--- src/rtl/cpu_axi_pkg.sv ---
// rtl/cpu_axi_pkg.sv - shared size codes and bridge state encoding
package cpu_axi_pkg;

    localparam logic [1:0] SIZE_B = 2'd0;
    localparam logic [1:0] SIZE_H = 2'd1;
    localparam logic [1:0] SIZE_W = 2'd2;

    typedef enum logic [1:0] {
        IDLE = 2'd0,
        WAIT = 2'd1,
        DONE = 2'd2
    } bridge_state_e;

endpackage

--- src/rtl/be_to_size.sv ---
// rtl/be_to_size.sv - byte-enable to {size, low address bits, illegal} decoder
module be_to_size
    import cpu_axi_pkg::*;
(
    input  logic [3:0] wen,
    output logic [1:0] size,
    output logic [1:0] lo,
    output logic       illegal
);

    // An all-zero enable is a read and maps to an aligned word access.
    always_comb begin
        size    = SIZE_W;
        lo      = 2'd0;
        illegal = 1'b0;
        case (wen)
            4'b0000: ;
            4'b0001: begin size = SIZE_B; lo = 2'd0; end
            4'b0010: begin size = SIZE_B; lo = 2'd1; end
            4'b0100: begin size = SIZE_B; lo = 2'd2; end
            4'b1000: begin size = SIZE_B; lo = 2'd3; end
            4'b0011: begin size = SIZE_H; lo = 2'd0; end
            4'b1100: begin size = SIZE_H; lo = 2'd2; end
            4'b1111: ;
            default: illegal = 1'b1;
        endcase
    end

endmodule

--- src/rtl/sram_to_sram_like_bridge.sv ---
// rtl/sram_to_sram_like_bridge.sv - SRAM pipeline port to SRAM-like bus converter
module sram_to_sram_like_bridge
    import cpu_axi_pkg::*;
#(
    parameter int ADDR_W   = 32,
    parameter int DATA_W   = 32,
    parameter int WRITE_EN = 1,
    parameter int TIMEOUT  = 1024,
    parameter int CNT_W    = 11
) (
    input  logic                clk,
    input  logic                rst,
    input  logic                sram_en,
    input  logic [DATA_W/8-1:0] sram_wen,
    input  logic [ADDR_W-1:0]   sram_addr,
    input  logic [DATA_W-1:0]   sram_wdata,
    output logic [DATA_W-1:0]   sram_rdata,
    output logic                stall,
    output logic                req,
    output logic                wr,
    output logic [1:0]          size,
    output logic [ADDR_W-1:0]   addr,
    output logic [DATA_W-1:0]   wdata,
    input  logic                addr_ok,
    input  logic                data_ok,
    input  logic [DATA_W-1:0]   rdata,
    input  logic                longest_stall,
    output logic                size_err,
    output logic                timeout_err
);

    if (DATA_W != 32) begin : g_bad_data_w
        $error("sram_to_sram_like_bridge: only DATA_W = 32 is supported");
    end
    if ((TIMEOUT != 0) && ((64'd1 << CNT_W) <= 64'(TIMEOUT))) begin : g_bad_cnt_w
        $error("sram_to_sram_like_bridge: CNT_W too narrow for TIMEOUT");
    end

    localparam logic [CNT_W-1:0] CNT_LAST = CNT_W'(TIMEOUT - 1);

    bridge_state_e    state, state_n;
    logic             req_i, accept, counting, illegal, wr_q;
    logic [3:0]       be;
    logic [1:0]       lo;
    logic [CNT_W-1:0] cnt;
    logic             unused_addr_lo;

    assign be             = (WRITE_EN != 0) ? sram_wen : 4'b0000;
    assign wr             = |be;
    assign wdata          = (WRITE_EN != 0) ? sram_wdata : '0;
    assign addr           = {sram_addr[ADDR_W-1:2], lo};
    assign unused_addr_lo = ^sram_addr[1:0];

    be_to_size u_be_to_size (
        .wen     (be),
        .size    (size),
        .lo      (lo),
        .illegal (illegal)
    );

    always_comb begin
        state_n = state;
        req_i   = 1'b0;
        case (state)
            IDLE: begin
                req_i = sram_en;
                if (req_i && addr_ok) state_n = data_ok ? DONE : WAIT;
            end
            WAIT:    if (data_ok) state_n = DONE;
            DONE:    if (!longest_stall) state_n = IDLE;
            default: state_n = IDLE;
        endcase
    end

    // Gating with rst makes the handshake outputs drop at once on an async reset.
    assign accept   = req_i & addr_ok;
    assign counting = req_i | (state == WAIT);
    assign req      = req_i & ~rst;
    assign stall    = sram_en & (state != DONE) & ~rst;
    assign size_err = accept & wr & illegal & ~rst;

    always_ff @(posedge clk or posedge rst) begin
        if (rst) begin
            state       <= IDLE;
            wr_q        <= 1'b0;
            sram_rdata  <= '0;
            cnt         <= '0;
            timeout_err <= 1'b0;
        end else begin
            state <= state_n;
            if (accept) wr_q <= wr;
            // The direction is latched at accept because sram_wen may change once sram_en drops in WAIT.
            if ((accept && data_ok && !wr) || (state == WAIT && data_ok && !wr_q))
                sram_rdata <= rdata;
            if (!counting)          cnt <= '0;
            else if (cnt != '1)     cnt <= cnt + 1'b1;
            if ((TIMEOUT != 0) && counting && (cnt == CNT_LAST) && !data_ok)
                timeout_err <= 1'b1;
        end
    end

endmodule

--- config.mk ---
export PLATFORM = sky130hd
export DESIGN_NAME = sram_to_sram_like_bridge
export DESIGN_NICKNAME = d
export VERILOG_FILES = /design/src/rtl/cpu_axi_pkg.sv /design/src/rtl/be_to_size.sv /design/src/rtl/sram_to_sram_like_bridge.sv
export SDC_FILE = /design/constraint.sdc
export NUM_CORES = 1
export LEC_CHECK = 0
export ABC_AREA = 1
export CAP_MARGIN = 40
export CORE_ASPECT_RATIO = 0.6
export CORE_MARGIN = 4
export CORE_UTILIZATION = 34
export DETAILED_ROUTE_END_ITERATION = 8
export HOLD_SLACK_MARGIN = 0.1
export MAX_ROUTING_LAYER = met4
export PLACE_DENSITY = 0.9
export SLEW_MARGIN = 20
export SYNTH_ARGS = -nofsm -noshare
export SYNTH_HDL_FRONTEND = slang
export SYNTH_HIERARCHICAL = 1
export SYNTH_SLANG_ARGS = --single-unit
--- constraint.sdc ---
create_clock -name clk -period 1.8 [get_ports clk]
set_input_delay 0.36 -clock clk [delete_from_list [all_inputs] [get_ports clk]]
set_output_delay 0.36 -clock clk [all_outputs]
set_load 0.02 [all_outputs]
==> summary.txt <==
Status
  • Outcome: finished, violations left
  • Failing checks: negative setup slack

Setup path
  • Top cell by count, worst path: inv_1
  • Max FO, Critical Path: 5
  • CP delay by family, top: buffers and inverters
  • Critical path buffers and inverters: 5
  • CP endpoint kind: primary output
  • R2R Setup Slk: 0.20 ns
  • Slowest cell on the critical path: dlygate4sd2_1
  • CP arrival: 1.45 ns
  • CP Launch Type: primary input
  • Crit path kind: in -> out
  • Critical Path, Cell by Cell: dlygate4sd2_1 > inv_1 > nand2_1 > nor2_1 > inv_1 > buf_4 > clkdlybuf4s15_1
  • Largest stage delay on the critical path: 0.29 ns
  • WP data required: 1.44 ns

Placed design
  • GPL Wtd Cong: 0.863
  • Area after DPL: 0.00335 mm²
  • HPWL Detailed: 4980 µm
  • Port buffer count: 82

STA
  • Clock skew: 0.0106 ns
  • Final min period: 1.81 ns
  • Fin. max-slew vios: 0
  • Worst rel slew slack: 0.786
  • Final WS setup: -0.00568 ns
  • Least-Margin Pin Slew: 0.321 ns
  • RSZ-0062 raised after global routing: yes
  • FMAX: 554 MHz
  • Fin crit share: 1.00
  • Hold Fails Final Rpt: 0
  • Setup violations, final: 1

Finish
  • Most common cell after layout, fill and taps aside: nand2_1
  • N_diodes: 0
  • Layout Nets: 489
  • Share of cells above drive strength 1: 0.164
  • Post-layout util: 0.465
  • Fin area: 0.00350 mm²
  • Layout overhead on the synthesized area: 28.5%
  • Most frequent cells in the layout: nand2_1, clkdlybuf4s50_1, dfrtp_1
  • # fillers: 695

Floorplan
  • DIE AREA: 0.00956 mm²
  • DIE HEIGHT: 77.4 µm
  • # rows: 24
  • # IOs: 209
  • Core area: 0.00754 mm²
  • Die W: 124 µm
  • Initial core utilization: 0.362

Synthesis
  • Syn nets: 447
  • Area share of the largest cell type after synthesis: 0.431
  • Sequential fraction of the synthesis area: 0.431
  • Synthesized netlist cell count: 340
  • Ys Warns: 6
  • Area leader, netlist: dfrtp_1
  • Post-synthesis cell type count: 28
  • Syn avg cell area: 8.02 µm²
  • Synth area leaders: dfrtp_1, buf_4, nand2_1
  • Mapped cell area: 0.00273 mm²
  • #FFs+latches synth: 47

Route
  • Detailed-route wire length per cell: 13.1 µm
  • Detail Route Antenna Nets: 0
  • DRT Pass-1 Iters: 4
  • DRT iter0 DRCs: 74
  • Vias per inst: 4.53
  • WL final: 6380 µm
  • DRC violations left: 0
  • Routed vias: 2204

Global routing
  • Initial antenna violation count: 0
  • Largest net degree at the start of global routing: 25
  • GRT Total Usage: 0.143
  • Via count of the first global-routing pass: 2255
  • First-pass GRT wire length: 10900 µm
  • Grt total ovfl: 0

Power and ir drop
  • Worst vdd ir: 0.859 mV
  • Pwr/cell area: 1320 mW/mm²
  • Overall Power: 4.64 mW
  • Leak: 1.77 nW

Clocking
  • Buffer count from post-CTS setup fixing: 0
  • Max Buffers Root-to-Sink: 2
  • Later-pin clock latency in the skew report: 0.28 ns
  • Total CTS buffers: 5
  • TritonCTS clock tree: built
  • Clock sinks: 47
  • H-tree level count: 2
  • CTS Root Cell: clkbuf_16
  • Register clock-pin slew on the reported worst setup and hold paths: 0.07 ns

Job
  • Max-cap violations: 0

Min path
  • Hold Crit Class: in -> reg
## registers in the layout, indices dropped and copies added, names as in the netlist
register and count:
sram_rdata 32, cnt 11, state 2, timeout_err 1, wr_q 1
## cells in the mapped netlist
cell      number
nand4_2        1
o21ai_0        1
nor2_4         2
nand2_1      108
inv_2          6
buf_4         62
buf_2          6
a21o_1         1
o22ai_1        1
nand2_4        1
a21oi_4        1
xnor2_1        3
nand3_2        3
o21bai_1       1
nand4_1        2
a21oi_1        2
or2_2          2
inv_1         22
nor2_1        10
nor3b_1        1
nor3_1         1
dfrtp_1       47
nand3_1       46
and3_1         1
ha_1           1
nand2_2        2
buf_6          3
nor2_2         3
## through the flow
step	std cells	hold WS (ns)	TNS [ns]	setup slack, ns
6_report	487	0.472	-0.00568	-0.00568
5_1_grt	487	0.519	-0.0789	-0.0519
3_5_place_dp	479	0.481	-8.55	-0.611
2_1_floorplan	340	0.470	0	0.151
3_3_place_gp	479	0.486	-7.43	-0.568
4_1_cts	487	0.500	-0.0104	-0.0104
## per-layer routing
layer  global-route usage  routed length (µm)  vias up  share of wire
li1                     -                   -     1080              -
met1                0.182                2940     1029           0.46
met2                0.212                2920       89           0.46
met3               0.0683                 507        6          0.079
met4               0.0199                  20        0         0.0031
met5                    -                   0        -              0
## cell type report
| type | instances | area (µm²) | area share |
|---|---|---|---|
| clock inverters | 3 | 22.5 | 0.00643 |
| flip-flops and latches | 47 | 1180 | 0.336 |
| repair buffers | 106 | 1010 | 0.287 |
| multi-input cells | 194 | 938 | 0.268 |
| clock buffers | 5 | 125 | 0.0357 |
| well taps | 104 | 130 | 0.0371 |
| inverters | 28 | 105 | 0.0300 |
## path summary, 6_finish.rpt
path	depth (start not counted)	end	start
setup / recovery	7	wr	sram_wen[0]
hold / removal	5	state[1]	addr_ok
setup reg to reg	7	cnt[9]	cnt[0]
hold reg to reg	1	timeout_err	timeout_err
max in group asynchronous	4	cnt[9]	rst
min in group asynchronous	4	sram_rdata[23]	rst
## repair_timing
| action | in CTS | in global routing |
|---|---|---|
| pin swaps | 0 | 1 |
| setup endpoints to repair | 8 | 8 |
| hold buffers | 0 | 0 |
| resized for setup | 27 | 11 |
## logic make-up (layout without fill, tap and decap cells)
group / count (synthesis) / after routing / synth area share
compound gates: 7 / 7 / 0.0193
xor+xnor: 3 / 3 / 0.00964
fa+ha+maj: 1 / 1 / 0.00459
buf+inv: 99 / 142 / 0.233
flops: 47 / 47 / 0.431
simple gates: 183 / 183 / 0.302
## worst min-delay path: cells and delay by family
family                 cells  cell delay, ns
AND/OR/NAND/NOR            3            0.22
buffers and inverters      2            0.15
## power by group
part / switching, mW / total (mW) / internal, mW
sequential: 0.247 / 1.70 / 1.45
combinational: 1.02 / 2.02 / 0.998
clock: 0.403 / 0.923 / 0.520
total: 1.67 / 4.64 / 2.97
Note: power is estimated with default switching activity, not from simulation.
